<file path="config.mk">
export PLATFORM = sky130hd
export DESIGN_NAME = timing_engine_seq_flat
export DESIGN_NICKNAME = d
export VERILOG_FILES = /design/src/rtl/timing_engine_seq_if.sv /design/src/rtl/timing_engine_seq.sv /design/src/flat_wrapper.sv
export SDC_FILE = /design/constraint.sdc
export NUM_CORES = 1
export LEC_CHECK = 0
export CORE_MARGIN = 2
export CORE_UTILIZATION = 41
export DETAILED_ROUTE_END_ITERATION = 10
export GPL_ROUTABILITY_DRIVEN = 0
export GPL_TIMING_DRIVEN = 0
export SYNTH_ARGS = -nofsm -noshare
export SYNTH_HDL_FRONTEND = slang
export SYNTH_SLANG_ARGS = --single-unit
</file>
<file path="constraint.sdc">
create_clock -name ck -period 3.25 [get_ports ck]
set_clock_uncertainty 0.1 [all_clocks]
set_input_delay 0.8125 -clock ck [delete_from_list [all_inputs] [get_ports ck]]
set_output_delay 0.8125 -clock ck [all_outputs]
set_load 0.02 [all_outputs]
</file>
<file path="src/rtl/timing_engine_seq_if.sv">
// Handshake bundle between the radio timing-engine sequencer and its surroundings.
// Master drives requests and the far-end acknowledge; slave is the sequencer.
interface timing_engine_seq_if;
  logic       isolate;
  logic       radio_en_req;
  logic       rx_mode;
  logic       radio_en_ack;
  logic       err_clr;
  logic       pll_en;
  logic       pll_settled;
  logic       tarst_fs;
  logic       busy;
  logic       err;
  logic [2:0] state_o;

  modport master (
    output isolate, radio_en_req, rx_mode, radio_en_ack, err_clr,
    input  pll_en, pll_settled, tarst_fs, busy, err, state_o
  );

  modport slave (
    input  isolate, radio_en_req, rx_mode, radio_en_ack, err_clr,
    output pll_en, pll_settled, tarst_fs, busy, err, state_o
  );
endinterface

</file>
<file path="src/rtl/timing_engine_seq.sv">
// Radio timing-engine sequencer: PLL power-up, settle, far-end acknowledge handshake,
// guard delay, RX enable and ordered shutdown, with isolation clamping.
//
// state    | meaning
// IDLE     | radio off, waiting for a request
// PLL_ON   | PLL powered, settle timer running
// WAIT_ACK | pll_settled raised, waiting for the far-end acknowledge
// GUARD    | acknowledge seen, guard timer running
// ACTIVE   | radio running (tarst_fs high for RX sessions)
// SHUTDOWN | pll_settled dropped, waiting for the acknowledge to fall
module timing_engine_seq #(
  parameter int SETTLE_CYCLES = 64,
  parameter int GUARD_CYCLES  = 4,
  parameter int ACK_TIMEOUT   = 255,
  parameter int CNT_W         = 8
) (
  input logic               ck,
  input logic               arst,
  timing_engine_seq_if.slave bus
);

  typedef enum logic [2:0] {
    S_IDLE     = 3'd0,
    S_PLL_ON   = 3'd1,
    S_WAIT_ACK = 3'd2,
    S_GUARD    = 3'd3,
    S_ACTIVE   = 3'd4,
    S_SHUTDOWN = 3'd5
  } state_t;

  localparam logic [CNT_W-1:0] SETTLE_LD = CNT_W'(SETTLE_CYCLES - 1);
  localparam logic [CNT_W-1:0] GUARD_LD  = CNT_W'(GUARD_CYCLES - 1);
  localparam logic [CNT_W-1:0] ACK_LD    = CNT_W'(ACK_TIMEOUT - 1);
  localparam logic [CNT_W-1:0] CNT_ONE   = CNT_W'(1);

  state_t           r_state;
  logic [CNT_W-1:0] r_cnt;
  logic             r_err;
  logic             r_rx;
  logic             r_pll_en;
  logic             r_pll_settled;
  logic             r_tarst;

  state_t           w_nxt_state;
  logic [CNT_W-1:0] w_nxt_cnt;
  logic [CNT_W-1:0] w_cnt_dec;
  logic             w_cnt_zero;
  logic             w_set_err;
  logic             w_nxt_rx;
  logic             w_pll_en_d;
  logic             w_pll_settled_d;
  logic             w_tarst_d;

  assign w_cnt_zero = (r_cnt == '0);
  // Saturating decrement: the timer never wraps below zero.
  assign w_cnt_dec  = w_cnt_zero ? r_cnt : r_cnt - CNT_ONE;

  always_ff @(posedge ck or posedge arst) begin
    if (arst) begin
      r_state       <= S_IDLE;
      r_cnt         <= '0;
      r_err         <= 1'b0;
      r_rx          <= 1'b0;
      r_pll_en      <= 1'b0;
      r_pll_settled <= 1'b0;
      r_tarst       <= 1'b0;
    end else begin
      r_state       <= w_nxt_state;
      r_cnt         <= w_nxt_cnt;
      r_err         <= w_set_err | (r_err & ~bus.err_clr);
      r_rx          <= w_nxt_rx;
      r_pll_en      <= w_pll_en_d;
      r_pll_settled <= w_pll_settled_d;
      r_tarst       <= w_tarst_d;
    end
  end

  always_comb begin
    w_nxt_state = r_state;
    w_nxt_cnt   = r_cnt;
    w_set_err   = 1'b0;
    w_nxt_rx    = r_rx;
    if (bus.isolate) begin
      w_nxt_state = S_IDLE;
      w_nxt_cnt   = '0;
    end else begin
      case (r_state)
        S_IDLE: begin
          if (bus.radio_en_req) begin
            w_nxt_rx    = bus.rx_mode;
            w_nxt_cnt   = SETTLE_LD;
            w_nxt_state = S_PLL_ON;
          end
        end
        S_PLL_ON: begin
          if (!bus.radio_en_req) begin
            w_nxt_state = S_IDLE;
          end else if (w_cnt_zero) begin
            w_nxt_state = S_WAIT_ACK;
            w_nxt_cnt   = ACK_LD;
          end else begin
            w_nxt_cnt   = w_cnt_dec;
          end
        end
        S_WAIT_ACK: begin
          if (!bus.radio_en_req) begin
            w_nxt_state = S_SHUTDOWN;
            w_nxt_cnt   = ACK_LD;
          end else if (bus.radio_en_ack) begin
            w_nxt_state = S_GUARD;
            w_nxt_cnt   = GUARD_LD;
          end else if (w_cnt_zero) begin
            w_set_err   = 1'b1;
            w_nxt_state = S_IDLE;
          end else begin
            w_nxt_cnt   = w_cnt_dec;
          end
        end
        S_GUARD: begin
          if (!bus.radio_en_req || !bus.radio_en_ack) begin
            w_set_err   = bus.radio_en_req;
            w_nxt_state = S_SHUTDOWN;
            w_nxt_cnt   = ACK_LD;
          end else if (w_cnt_zero) begin
            w_nxt_state = S_ACTIVE;
          end else begin
            w_nxt_cnt   = w_cnt_dec;
          end
        end
        S_ACTIVE: begin
          if (!bus.radio_en_req || !bus.radio_en_ack) begin
            w_set_err   = bus.radio_en_req;
            w_nxt_state = S_SHUTDOWN;
            w_nxt_cnt   = ACK_LD;
          end
        end
        S_SHUTDOWN: begin
          if (!bus.radio_en_ack) begin
            w_nxt_state = S_IDLE;
          end else if (w_cnt_zero) begin
            w_set_err   = 1'b1;
            w_nxt_state = S_IDLE;
          end else begin
            w_nxt_cnt   = w_cnt_dec;
          end
        end
        default: begin
          w_nxt_state = S_IDLE;
          w_nxt_cnt   = '0;
        end
      endcase
    end
  end

  always_comb begin
    w_pll_en_d      = 1'b0;
    w_pll_settled_d = 1'b0;
    w_tarst_d       = 1'b0;
    case (w_nxt_state)
      S_PLL_ON, S_SHUTDOWN: w_pll_en_d = 1'b1;
      S_WAIT_ACK, S_GUARD: begin
        w_pll_en_d      = 1'b1;
        w_pll_settled_d = 1'b1;
      end
      S_ACTIVE: begin
        w_pll_en_d      = 1'b1;
        w_pll_settled_d = 1'b1;
        w_tarst_d       = w_nxt_rx;
      end
      default: ;
    endcase
  end

  // Isolation clamps the power-domain crossing outputs without waiting for an edge.
  assign bus.pll_en      = r_pll_en & ~bus.isolate;
  assign bus.pll_settled = r_pll_settled & ~bus.isolate;
  assign bus.tarst_fs    = r_tarst & ~bus.isolate;
  assign bus.busy        = (r_state != S_IDLE);
  assign bus.err         = r_err;
  assign bus.state_o     = r_state;

endmodule

</file>
<file path="src/flat_wrapper.sv">
// flat-port wrapper written by rule: the top's interface ports become plain ports
module timing_engine_seq_flat 
#(
  parameter int SETTLE_CYCLES = 64,
  parameter int GUARD_CYCLES  = 4,
  parameter int ACK_TIMEOUT   = 255,
  parameter int CNT_W         = 8
)
  (ck, arst, bus_isolate, bus_radio_en_req, bus_rx_mode, bus_radio_en_ack, bus_err_clr, bus_pll_en, bus_pll_settled, bus_tarst_fs, bus_busy, bus_err, bus_state_o);
  timing_engine_seq_if bus_i ();
  input logic ck;
  input logic arst;
  input wire logic [$bits(bus_i.isolate)-1:0] bus_isolate;
  input wire logic [$bits(bus_i.radio_en_req)-1:0] bus_radio_en_req;
  input wire logic [$bits(bus_i.rx_mode)-1:0] bus_rx_mode;
  input wire logic [$bits(bus_i.radio_en_ack)-1:0] bus_radio_en_ack;
  input wire logic [$bits(bus_i.err_clr)-1:0] bus_err_clr;
  output wire logic [$bits(bus_i.pll_en)-1:0] bus_pll_en;
  output wire logic [$bits(bus_i.pll_settled)-1:0] bus_pll_settled;
  output wire logic [$bits(bus_i.tarst_fs)-1:0] bus_tarst_fs;
  output wire logic [$bits(bus_i.busy)-1:0] bus_busy;
  output wire logic [$bits(bus_i.err)-1:0] bus_err;
  output wire logic [$bits(bus_i.state_o)-1:0] bus_state_o;
  assign bus_i.isolate = bus_isolate;
  assign bus_i.radio_en_req = bus_radio_en_req;
  assign bus_i.rx_mode = bus_rx_mode;
  assign bus_i.radio_en_ack = bus_radio_en_ack;
  assign bus_i.err_clr = bus_err_clr;
  assign bus_pll_en = bus_i.pll_en;
  assign bus_pll_settled = bus_i.pll_settled;
  assign bus_tarst_fs = bus_i.tarst_fs;
  assign bus_busy = bus_i.busy;
  assign bus_err = bus_i.err;
  assign bus_state_o = bus_i.state_o;
  timing_engine_seq #(.SETTLE_CYCLES(SETTLE_CYCLES), .GUARD_CYCLES(GUARD_CYCLES), .ACK_TIMEOUT(ACK_TIMEOUT), .CNT_W(CNT_W)) u_core (.ck(ck), .arst(arst), .bus(bus_i));
endmodule
</file>
==> insert_results.sql, run 1 <==
INSERT INTO impl_metrics (metric_group, metric, value, unit) VALUES
('grt', 'grt_first_pass_wirelength', '5580', 'microns'),
('drt', 'drtIter0Drc', '34', ''),
('drt', 'ant_nets', '0', ''),
('sta', 'achievable-frequency', '0.319', 'GHz'),
('clocking', 'numCtsBuffers', '3', ''),
('sta', 'final-setup-viol-count', '0', ''),
('drt', 'detail_route.wl_per_cell', '16.1', 'microns'),
('clocking', 'cts_max_level', '1', ''),
('setup_path', 'ff2ff_setup_slack', '620', 'ps'),
('sta', 'timing_worst_slew_pin_value', '921', 'ps'),
('setup_path', 'setup.worst_path.end_class', 'primary output', ''),
('setup_path', 'rr_worst_depth', '12', ''),
('yosys', 'most_used_dff_post_synth', 'sky130_fd_sc_hd__dfrtp_1', ''),
('clocking', 'clk_pin_slew', '90', 'ps'),
('clocking', 'cts.repair.resized', '0', ''),
('drt', 'firstDrtPassIters', '4', ''),
('min_path', 'worst_hold_path.num_cells', '1', ''),
('grt', 'grt.total_usage', '20.9', '%'),
('grt', 'first_global_vias', '1222', ''),
('finish', 'top_library_cells_by_usage_in_the_layout_fill_and_taps_aside', '18 x sky130_fd_sc_hd__nand2_1, 16 x sky130_fd_sc_hd__dfrtp_1, 14 x sky130_fd_sc_hd__o21ai_0', ''),
('sta', 'grt_setup_unrepaired', 'no', ''),
('floorplan', 'floorplan.die.width', '59.9', 'microns'),
('clocking', 'clock_path_buffers', '2', ''),
('yosys', 'post_synth_instance_area', '0.00128', 'sq mm'),
('yosys', 'yosys_synthesis_warning_count', '0', ''),
('yosys', 'synth_edf_count', '0', ''),
('grt', 'global_route.overflow_total', '0', ''),
('setup_path', 'crit_arrival', '2220', 'ps'),
('flow_run', 'max-cap-violations', '0', ''),
('yosys', 'postSynthNetCount', '165', ''),
('pwr', 'total_power', '0.584', 'mW'),
('pwr', 'maximum_vdd_ir_drop', '264', 'uV'),
('finish', 'final_nets', '181', ''),
('clocking', 'clock_latency', '300', 'ps'),
('outcome', 'outcome', 'complete, no violations', ''),
('grt', 'antenna_found_initial', '0', ''),
('setup_path', 'critical_path_peak_fanout', '11', ''),
('yosys', 'ys_async_sr_fraction', '100', '%'),
('floorplan', 'initial_utilization', '42.6', '%'),
('floorplan', 'core_area', '0.00300', 'sq mm'),
('drt', 'routed_via_density', '6.01', ''),
('yosys', 'number_of_standard_cells_after_synthesis', '155', ''),
('placement', 'detailedPlacementHpwl', '2540', 'microns'),
('sta', 'slew-limit-headroom', '38.2', '%'),
('yosys', 'post-synth-top-area-cell', 'sky130_fd_sc_hd__dfrtp_1', ''),
('drt', 'total_wirelength', '3270', 'microns'),
('setup_path', 'worstSetupStartpointType', 'input pin', ''),
('yosys', 'synth-seq-cells', '16', ''),
('yosys', 'synth_largest_type_area_fraction', '31.3', '%'),
('sta', 'report.final.slew_viol_count', '0', ''),
('finish', 'syn_to_final_growth', '15.2', '%'),
('sta', 'finalCritPeriodShare', '96.5', '%'),
('finish', 'mostFrequentLayoutCell', 'sky130_fd_sc_hd__nand2_1', ''),
('placement', 'numPortBuffers', '12', ''),
('pwr', 'powerDensity', '396', 'mW/mm^2'),
('min_path', 'worst_hold_path_type', 'flop to flop', ''),
('setup_path', 'worst_ep_required_time', '2340', 'ps'),
('yosys', 'synth_area_leaders', 'sky130_fd_sc_hd__dfrtp_1 31%, sky130_fd_sc_hd__o21ai_0 5.5%, sky130_fd_sc_hd__nand2_1 5.3%', ''),
('sta', 'setup_tns', '0', 'ps'),
('placement', 'placedInstanceArea', '0.00144', 'sq mm'),
('floorplan', 'io-pin-count', '15', ''),
('floorplan', 'die_area', '0.00359', 'sq mm'),
('floorplan', 'chipHeight', '59.9', 'microns'),
('drt', 'via_count', '1220', ''),
('floorplan', 'row_cnt', '20', ''),
('finish', 'n_antenna_cell', '0', ''),
('clocking', 'tritoncts_num_sinks', '16', ''),
('finish', 'fillerInstances', '301', ''),
('yosys', 'synthDistinctLibCells', '57', ''),
('yosys', 'synth_sequential_area_ratio', '31.3', '%'),
('drt', 'drt_drc_violations_left', '0', ''),
('pwr', 'power.leakage', '0.629', 'nW'),
('setup_path', 'worstSetupPathType', 'input pin to primary output', ''),
('sta', 'timing.final.hold_violations', '0', ''),
('sta', 'final.min_clock_period', '3140', 'ps'),
('finish', 'drive_above_1_share', '12.9', '%'),
('finish', 'postLayoutCellArea', '0.00147', 'sq mm'),
('grt', 'grt_max_degree', '17', ''),
('clocking', 'cts_root_buffer', 'sky130_fd_sc_hd__clkbuf_4', ''),
('yosys', 'post_synth.cell_area_avg', '8.26', 'sq um'),
('clocking', 'cts_tree', 'built', '');
## timing repair
item	4_1_cts	5_1_grt
buffers inserted	0	0
setup endpoints to repair	0	3
hold buffers	0	0
## path summary, 6_finish.rpt
check | start | to
setup / recovery | bus_isolate | bus_pll_en
hold / removal | u_core.bus.err | u_core.bus.err
setup reg to reg | u_core.r_cnt[0] | u_core.r_cnt[0]
hold reg to reg | u_core.bus.err | u_core.bus.err
max in group asynchronous | arst | u_core.bus.err
min in group asynchronous | arst | u_core.r_cnt[2]
## synthesized netlist by cell type (2+ instances only)
library cell,count
sky130_fd_sc_hd__nor2_1,11
sky130_fd_sc_hd__a211o_1,2
sky130_fd_sc_hd__buf_6,2
sky130_fd_sc_hd__o311ai_0,3
sky130_fd_sc_hd__o21ai_0,14
sky130_fd_sc_hd__o21bai_1,2
sky130_fd_sc_hd__nand2b_1,4
sky130_fd_sc_hd__nand3_1,3
sky130_fd_sc_hd__or3_1,2
sky130_fd_sc_hd__buf_2,6
sky130_fd_sc_hd__dfrtp_1,16
sky130_fd_sc_hd__nand2_1,18
sky130_fd_sc_hd__nor3_1,2
sky130_fd_sc_hd__o211ai_1,2
sky130_fd_sc_hd__ha_1,3
sky130_fd_sc_hd__inv_1,9
sky130_fd_sc_hd__o211a_1,2
sky130_fd_sc_hd__a31oi_1,4
sky130_fd_sc_hd__nor4_1,2
sky130_fd_sc_hd__a21oi_1,5
sky130_fd_sc_hd__a211oi_1,2
sky130_fd_sc_hd__nor2b_1,6
## area by class of cell
| class | instances | area, sq um | area share [%] |
|---|---|---|---|
| plain buffers | 9 | 60.1 | 4.07 |
| well taps | 33 | 41.3 | 2.80 |
| clock buffers | 4 | 36.3 | 2.46 |
| flip-flops and latches | 16 | 400 | 27.2 |
| repair buffers | 12 | 120 | 8.15 |
| inverters | 11 | 41.3 | 2.80 |
| multi-input cells | 118 | 774 | 52.5 |
## registers in the layout, indices dropped and copies added, names as in the netlist
register and cells:
u_core.r_cnt 8, u_core.bus.state_o 3, u_core.bus.err 1, u_core.r_pll_en 1
u_core.r_pll_settled 1, u_core.r_rx 1, u_core.r_tarst 1
## critical path: stages
cell and delay [ps]:
sky130_fd_sc_hd__clkdlybuf4s50_1 600, sky130_fd_sc_hd__nor2b_1 190, sky130_fd_sc_hd__clkdlybuf4s50_1 610
## through the flow
| stage | instances | util (%) | hold WS, ps | setup WS (ps) |
|---|---|---|---|---|
| 2_1_floorplan | 155 | - | 367 | 972 |
| 3_3_place_gp | 200 | 48.0 | 378 | 56.4 |
| 3_5_place_dp | 200 | 48.0 | 386 | 35.6 |
| 4_1_cts | 204 | 49.2 | 413 | 32.3 |
| 5_1_grt | 203 | 49.1 | 441 | 10.7 |
| 6_report | 203 | 49.1 | 404 | 115 |
## power by group
group          switching [mW]  internal (mW)  total, mW  leakage, nW
clock network          0.0681         0.0684      0.137       0.0210
registers              0.0215          0.218      0.240        0.212
logic                   0.122         0.0854      0.208        0.396
total                   0.212          0.372      0.584        0.629
## cells by family after synthesis
| group | share of synthesized area [%] |
|---|---|
| AND/OR/NAND/NOR | 25.0 |
| buffers and inverters | 8.21 |
| multiplexers | 0.880 |
| adder cells (fa/ha/maj) | 3.71 |
| XOR/XNOR | 1.37 |
| AO/OA/AOI/OAI | 29.5 |
| flip-flops | 31.3 |
## per-layer routing
metal	vias to the layer above	share of wire (%)	wire length (microns)	track usage, %
met3	6	4.3	141	4.55
met1	593	43	1400	26.2
li1	593	-	-	-
met5	-	0	0	0
met2	28	52	1700	35.9
met4	0	1.1	36	6.03
Power figures use the tool's default switching activity.
==> run 2: changes to the inputs <==
==> constraint.sdc (replaced) <==
create_clock -name ck -period 3 [get_ports ck]
set_clock_uncertainty 0.1 [all_clocks]
set_input_delay 0.75 -clock ck [delete_from_list [all_inputs] [get_ports ck]]
set_output_delay 0.75 -clock ck [all_outputs]
set_load 0.02 [all_outputs]
==> run 2 against run 1 <==
Net effect: critical path depth up 1; sequential power is 8% higher; global-route usage is 0.089 points lower; utilization barely moved; via count up 0.33%; critical endpoint is now bus_busy.
==> insert_results.sql, run 2 (same netlist as run 1, synthesis figures left out) <==
INSERT INTO impl_metrics (metric_group, metric, value, unit) VALUES
('min_path', 'worst_hold_path.num_cells', '1', ''),
('grt', 'grt_first_pass_wirelength', '5550', 'microns'),
('drt', 'firstDrtPassIters', '4', ''),
('sta', 'setup_tns', '0', 'ps'),
('grt', 'global_route.overflow_total', '0', ''),
('setup_path', 'ff2ff_setup_slack', '380', 'ps'),
('finish', 'final_nets', '181', ''),
('pwr', 'power.share.clock', '23.3', '%'),
('pwr', 'power.internal', '0.403', 'mW'),
('pwr', 'powerDensity', '429', 'mW/mm^2'),
('clocking', 'clock_path_buffers', '2', ''),
('finish', 'n_antenna_cell', '0', ''),
('floorplan', 'initial_utilization', '42.6', '%'),
('clocking', 'cts.repair.resized', '1', ''),
('drt', 'drtIter0Drc', '40', ''),
('clocking', 'tritoncts_num_sinks', '16', ''),
('pwr', 'total_power', '0.632', 'mW'),
('setup_path', 'cpMaxStageDelayCell', 'sky130_fd_sc_hd__clkdlybuf4s50_1', ''),
('setup_path', 'worstSetupPathType', 'flop to primary output', ''),
('finish', 'multiInputGateArea', '774', 'sq um'),
('clocking', 'cts_root_buffer', 'sky130_fd_sc_hd__clkbuf_4', ''),
('setup_path', 'worst_ep_required_time', '2150', 'ps'),
('setup_path', 'crit_path_cell_trace', 'buf_2, clkinv_1, nand2_1, clkdlybuf4s50_1', ''),
('finish', 'top_library_cells_by_usage_in_the_layout_fill_and_taps_aside', '18 x sky130_fd_sc_hd__nand2_1, 16 x sky130_fd_sc_hd__dfrtp_1, 14 x sky130_fd_sc_hd__o21ai_0', ''),
('sta', 'achievable-frequency', '0.363', 'GHz'),
('grt', 'grt.total_usage', '20.9', '%'),
('sta', 'finalCritPeriodShare', '91.7', '%'),
('sta', 'final.min_clock_period', '2750', 'ps'),
('pwr', 'power.leakage', '0.630', 'nW'),
('setup_path', 'worstSetupStartpointType', 'flop', ''),
('sta', 'timing_worst_slew_pin_value', '920', 'ps'),
('setup_path', 'reg2reg_from', 'u_core.r_cnt[0]', ''),
('sta', 'final-setup-viol-count', '0', ''),
('placement', 'detailedPlacementHpwl', '2540', 'microns'),
('setup_path', 'cpPeakStageDelay', '600', 'ps'),
('setup_path', 'crit-reg2reg-capture', 'u_core.r_cnt[0]', ''),
('floorplan', 'die_area', '0.00359', 'sq mm'),
('finish', 'final_util', '49.0', '%'),
('clocking', 'hold_buffers', '0', ''),
('setup_path', 'crit_arrival', '1900', 'ps'),
('setup_path', 'worst_path_dominant_cell_family', 'buffers and inverters', ''),
('clocking', 'cts_max_level', '1', ''),
('setup_path', 'critical_path_peak_fanout', '10', ''),
('finish', 'mostFrequentLayoutCell', 'sky130_fd_sc_hd__nand2_1', ''),
('finish', 'drive_above_1_share', '12.9', '%'),
('drt', 'detail_route.wl_per_cell', '16.1', 'microns'),
('drt', 'via_count', '1224', ''),
('clocking', 'numCtsBuffers', '3', ''),
('setup_path', 'setup.worst_path.end_class', 'primary output', ''),
('clocking', 'clock_latency', '300', 'ps'),
('pwr', 'power.switching', '0.230', 'mW'),
('finish', 'largest_register_ff_count', '8', ''),
('min_path', 'worst_hold_path_type', 'flop to flop', ''),
('sta', 'timing.final.hold_violations', '0', ''),
('pwr', 'power_switching_share', '36.3', '%'),
('floorplan', 'chipHeight', '59.9', 'microns'),
('grt', 'first_global_vias', '1209', ''),
('floorplan', 'core_area', '0.00300', 'sq mm'),
('drt', 'total_wirelength', '3270', 'microns'),
('clocking', 'cts_post_setup_buffers_inserted', '0', ''),
('min_path', 'min_to', 'u_core.bus.err', ''),
('flow_run', 'max-cap-violations', '0', ''),
('pwr', 'maximum_vdd_ir_drop', '287', 'uV'),
('sta', 'slew-limit-headroom', '38.3', '%'),
('floorplan', 'floorplan.die.width', '59.9', 'microns'),
('pwr', 'pwr-share-comb', '35.6', '%'),
('drt', 'drt_drc_violations_left', '0', ''),
('finish', 'fillerInstances', '301', ''),
('clocking', 'cts_tree', 'built', ''),
('finish', 'syn_to_final_growth', '15.1', '%'),
('setup_path', 'rr_worst_depth', '11', ''),
('finish', 'register_area', '400', 'sq um'),
('grt', 'grt_max_degree', '17', ''),
('drt', 'ant_nets', '0', ''),
('outcome', 'outcome', 'complete, no violations', ''),
('sta', 'report.final.slew_viol_count', '0', ''),
('min_path', 'holdCritStartpoint', 'u_core.bus.err', ''),
('setup_path', 'worstSetupStartpoint', 'u_core.bus.state_o[0]', ''),
('setup_path', 'cp_num_buf_inv', '3', ''),
('floorplan', 'io-pin-count', '15', ''),
('grt', 'antenna_found_initial', '0', ''),
('placement', 'numPortBuffers', '12', ''),
('floorplan', 'row_cnt', '20', ''),
('clocking', 'clk_pin_slew', '90', 'ps'),
('drt', 'routed_via_density', '6.03', ''),
('finish', 'regMostFlops', 'u_core.r_cnt', ''),
('sta', 'grt_setup_unrepaired', 'no', ''),
('pwr', 'seqPwrFrac', '41.1', '%');
run 2: changes by cell type in the layout (fill, tap and decap cells not counted), sizes merged:
| cell | delta |
|---|---|
| clkdlybuf4s50 | -1 |
| dlygate4sd2 | +1 |
run 2: stage by stage:
stage          hold WS, ps  instances  cell area, sq um  setup WS (ps)
2_1_floorplan          367        155              1280            757
3_5_place_dp           386        200              1440          -89.4
5_1_grt                441        203              1470            130
3_3_place_gp           378        200              1440          -68.6
6_report               408        203              1470            248
4_1_cts                413        203              1470            267
run 2: power groups by stage:
stage	clock network [mW]	logic (mW)	registers (mW)
after floorplan	0	0.165	0.262
after global placement	0	0.219	0.263
after detailed placement	0	0.224	0.264
after CTS	0.150	0.224	0.260
after global routing	0.157	0.252	0.263
final	0.148	0.225	0.260
run 2: how the worst max path moves through the flow:
stage / to / slack [ps] / cells past startpoint
final: bus_busy / 250 / 4
after global routing: u_core.r_cnt[0] / 130 / 12
after global placement: bus_pll_en / -70 / 4
after CTS: bus_pll_en / 270 / 3
after floorplan: u_core.r_cnt[0] / 760 / 11
after detailed placement: bus_pll_en / -90 / 4
run 2: cell type report:
cell class / count / area share, %
Sequential cell: 16 / 27.2
Tap cell: 33 / 2.80
Multi-Input combinational cell: 118 / 52.6
Timing Repair Buffer: 12 / 8.07
Buffer: 9 / 4.08
Clock buffer: 4 / 2.46
Inverter: 11 / 2.80
run 2: routing by layer:
layer | wire length [microns] | up-vias | share of wire, % | track usage (%)
met2 | 1690 | 31 | 52 | 35.4
met5 | 0 | - | 0 | 0
met3 | 131 | 4 | 4.0 | 4.33
li1 | - | 594 | - | -
met4 | 29 | 0 | 0.89 | 6.03
met1 | 1420 | 595 | 43 | 26.5
==> run 3: changes to the inputs <==
--- a/config.mk
+++ b/config.mk
@@ -5,8 +5,11 @@
 export SDC_FILE = /design/constraint.sdc
 export NUM_CORES = 1
 export LEC_CHECK = 0
+export ABC_AREA = 1
+export CAP_MARGIN = 25
 export CORE_MARGIN = 2
 export CORE_UTILIZATION = 41
+export CTS_CLUSTER_SIZE = 25
 export DETAILED_ROUTE_END_ITERATION = 10
 export GPL_ROUTABILITY_DRIVEN = 0
 export GPL_TIMING_DRIVEN = 0
==> run 3 against run 2 <==
Net effect: global-route usage fell by 3.3 points; utilization up 0.50 points; flip-flop and latch count unchanged; sequential power decreased by 9.2%; combinational power down 41%; count of clock-buffer cells in the layout unchanged; worst setup slack worse by 85 ps; synthesized area fell by 1.8%; clock power down 3%; via count increased by 2.2%; critical path depth down 1; largest power group unchanged.
==> insert_results.sql, run 3 <==
INSERT INTO impl_metrics (metric_group, metric, value, unit) VALUES
('pwr', 'power.internal', '0.351', 'mW'),
('clocking', 'tritoncts_num_sinks', '16', ''),
('sta', 'final.min_clock_period', '2840', 'ps'),
('placement', 'numPortBuffers', '14', ''),
('sta', 'setup_tns', '0', 'ps'),
('min_path', 'worst_hold_path.num_cells', '2', ''),
('finish', 'postLayoutCellArea', '0.00148', 'sq mm'),
('pwr', 'powerDensity', '348', 'mW/mm^2'),
('pwr', 'maximum_vdd_ir_drop', '226', 'uV'),
('clocking', 'cts_root_buffer', 'sky130_fd_sc_hd__clkbuf_4', ''),
('finish', 'regMostFlops', 'u_core.r_cnt', ''),
('finish', 'n_antenna_cell', '0', ''),
('setup_path', 'worstSetupStartpointType', 'input pin', ''),
('yosys', 'post_synth.cell_area_avg', '6.42', 'sq um'),
('yosys', 'yosys-top-cells-count', '69 x sky130_fd_sc_hd__nand2_1, 30 x sky130_fd_sc_hd__inv_1, 19 x sky130_fd_sc_hd__nor2_1', ''),
('clocking', 'clk_pin_slew', '100', 'ps'),
('finish', 'register_area', '400', 'sq um'),
('pwr', 'power.share.clock', '28.1', '%'),
('yosys', 'synth_adder_area_share', '2.99', '%'),
('grt', 'grt_max_degree', '17', ''),
('setup_path', 'worst-path-stages', '3', ''),
('sta', 'slew-limit-headroom', '58.2', '%'),
('yosys', 'synthDistinctLibCells', '21', ''),
('setup_path', 'crit_arrival', '1990', 'ps'),
('pwr', 'power.leakage', '0.837', 'nW'),
('grt', 'antenna_found_initial', '0', ''),
('setup_path', 'setup.worst_path.end_class', 'primary output', ''),
('sta', 'achievable-frequency', '0.352', 'GHz'),
('yosys', 'yosys.cell_count.top_type', 'sky130_fd_sc_hd__nand2_1', ''),
('floorplan', 'initial_utilization', '42.2', '%'),
('clocking', 'cts_max_level', '1', ''),
('yosys', 'muxShareOfSynthArea', '0', '%'),
('yosys', 'number_of_standard_cells_after_synthesis', '196', ''),
('pwr', 'power.switching', '0.163', 'mW'),
('setup_path', 'crit_top_cell', 'sky130_fd_sc_hd__clkdlybuf4s50_1', ''),
('finish', 'multiInputGateArea', '721', 'sq um'),
('drt', 'ant_nets', '0', ''),
('clocking', 'cts.repair.resized', '0', ''),
('setup_path', 'critical_path_peak_fanout', '5', ''),
('finish', 'syn_to_final_growth', '17.3', '%'),
('pwr', 'power_switching_share', '31.7', '%'),
('drt', 'drt_drc_violations_left', '0', ''),
('outcome', 'outcome', 'complete, no violations', ''),
('clocking', 'cts_tree', 'built', ''),
('floorplan', 'io-pin-count', '15', ''),
('yosys', 'synth_largest_type_area_fraction', '31.8', '%'),
('flow_run', 'max-cap-violations', '0', ''),
('finish', 'top_library_cells_by_usage_in_the_layout_fill_and_taps_aside', '69 x sky130_fd_sc_hd__nand2_1, 30 x sky130_fd_sc_hd__inv_1, 19 x sky130_fd_sc_hd__nor2_1', ''),
('yosys', 'postSynthNetCount', '206', ''),
('yosys', 'synth-compound-area-share', '5.97', '%'),
('placement', 'detailedPlacementHpwl', '2160', 'microns'),
('finish', 'mostFrequentLayoutCell', 'sky130_fd_sc_hd__nand2_1', ''),
('sta', 'final-setup-viol-count', '0', ''),
('yosys', 'synth_simple_gate_area_share', '45.6', '%'),
('grt', 'first_global_vias', '1131', ''),
('grt', 'grt.total_usage', '17.6', '%'),
('drt', 'via_count', '1251', ''),
('min_path', 'worst_hold_path_type', 'flop to flop', ''),
('floorplan', 'row_cnt', '20', ''),
('floorplan', 'die_area', '0.00353', 'sq mm'),
('floorplan', 'chipHeight', '59.4', 'microns'),
('yosys', 'post_synth_instance_area', '0.00126', 'sq mm'),
('setup_path', 'rr_worst_depth', '11', ''),
('pwr', 'seqPwrFrac', '45.9', '%'),
('setup_path', 'cpMaxStageDelayCell', 'sky130_fd_sc_hd__clkdlybuf4s50_1', ''),
('yosys', 'synth_sequential_area_ratio', '31.8', '%'),
('clocking', 'clock_path_buffers', '2', ''),
('finish', 'fillerInstances', '303', ''),
('yosys', 'synth-seq-cells', '16', ''),
('yosys', 'synth_edf_count', '0', ''),
('finish', 'drive_above_1_share', '13.1', '%'),
('floorplan', 'floorplan.die.width', '59.4', 'microns'),
('setup_path', 'worst_path_dominant_cell_family', 'buffers and inverters', ''),
('sta', 'report.final.slew_viol_count', '0', ''),
('setup_path', 'worstSetupPathType', 'input pin to primary output', ''),
('yosys', 'post-synth-top-area-cell', 'sky130_fd_sc_hd__dfrtp_1', ''),
('clocking', 'cts_post_setup_buffers_inserted', '0', ''),
('clocking', 'numCtsBuffers', '3', ''),
('sta', 'finalCritPeriodShare', '94.6', '%'),
('yosys', 'synthXorXnorAreaFrac', '2.79', '%'),
('setup_path', 'worst_ep_required_time', '2150', 'ps'),
('grt', 'grt_first_pass_wirelength', '4800', 'microns'),
('drt', 'total_wirelength', '2780', 'microns'),
('yosys', 'synth_top_family_by_area', 'simple AND/OR/NAND/NOR gates', ''),
('sta', 'timing.final.hold_violations', '0', ''),
('clocking', 'hold_buffers', '0', ''),
('yosys', 'most_used_dff_post_synth', 'sky130_fd_sc_hd__dfrtp_1', ''),
('yosys', 'synth_area_leaders', 'sky130_fd_sc_hd__dfrtp_1 32%, sky130_fd_sc_hd__nand2_1 21%, sky130_fd_sc_hd__inv_1 9.0%', ''),
('clocking', 'clock_latency', '290', 'ps'),
('floorplan', 'core_area', '0.00298', 'sq mm'),
('drt', 'detail_route.wl_per_cell', '11.2', 'microns'),
('grt', 'global_route.overflow_total', '0', ''),
('finish', 'largest_register_ff_count', '8', ''),
('setup_path', 'crit_path_cell_trace', 'clkdlybuf4s50_1, nor2_1, clkdlybuf4s50_1', ''),
('setup_path', 'cpPeakStageDelay', '610', 'ps'),
('drt', 'firstDrtPassIters', '4', ''),
('placement', 'placedInstanceArea', '0.00144', 'sq mm'),
('drt', 'routed_via_density', '5.06', ''),
('sta', 'grt_setup_unrepaired', 'no', ''),
('pwr', 'pwr-share-comb', '25.9', '%'),
('yosys', 'yosys_synthesis_warning_count', '0', ''),
('drt', 'drtIter0Drc', '57', ''),
('yosys', 'ys_async_sr_fraction', '100', '%'),
('finish', 'final_nets', '225', ''),
('sta', 'timing_worst_slew_pin_value', '626', 'ps'),
('setup_path', 'cp_num_buf_inv', '2', '');
run 3: layout make-up:
class	instances	area share [%]
plain buffers	1	0.339
clock buffers	4	2.46
inverters	35	8.91
multi-input cells	144	48.9
flip-flops and latches	16	27.1
well taps	33	2.80
repair buffers	14	9.50
run 3: per-stage QoR:
stage / setup WS, ps / total power [mW] / util (%) / hold slack [ps] / std cells
finish: 163 / 0.513 / 49.5 / 389 / 247
global route: 108 / 0.547 / 49.5 / 454 / 247
CTS: 165 / 0.520 / 49.5 / 399 / 247
detailed placement: 167 / 0.373 / 48.3 / 378 / 243
global placement: 166 / 0.371 / 48.3 / 361 / 243
floorplan: 1110 / 0.337 / - / 342 / 196
run 3: metal layers:
layer / GRT usage [%] / wire (microns) / up-vias
met5: 0 / 0 / -
met4: 4.22 / 36 / 0
met3: 4.15 / 132 / 6
met2: 29.2 / 1330 / 45
met1: 23.0 / 1270 / 560
li1: - / - / 640
run 3: power groups by stage:
stage          registers [mW]  logic, mW  clock network [mW]
2_1_floorplan           0.239     0.0978                   0
3_3_place_gp            0.240      0.131                   0
3_5_place_dp            0.240      0.133                   0
4_1_cts                 0.236      0.134               0.150
5_1_grt                 0.237      0.153               0.157
6_report                0.236      0.133               0.144
run 3: final timing paths:
kind	endpoint	from	slack, ps
setup / recovery	bus_tarst_fs	bus_isolate	160
hold / removal	u_core.r_cnt[1]	u_core.r_cnt[1]	390
min in group asynchronous	u_core.r_cnt[3]	arst	730
max in group asynchronous	u_core.bus.state_o[0]	arst	1660
setup reg to reg	u_core.r_cnt[0]	u_core.r_cnt[0]	990
hold reg to reg	u_core.r_cnt[1]	u_core.r_cnt[1]	390
run 3: cell families after synthesis:
kind of cell | count (synthesis)
and+or+nand+nor | 123
buffers and inverters | 36
DFF | 16
AOI/OAI and AO/OA | 14
xor gates and xnor gates | 4
adders and majority gates | 3
run 3: tightest hold or removal path: stages (launching register included):
cell and delay (ps):
sky130_fd_sc_hd__dfrtp_1 360, sky130_fd_sc_hd__nand2_1 50, sky130_fd_sc_hd__nand2_1 50
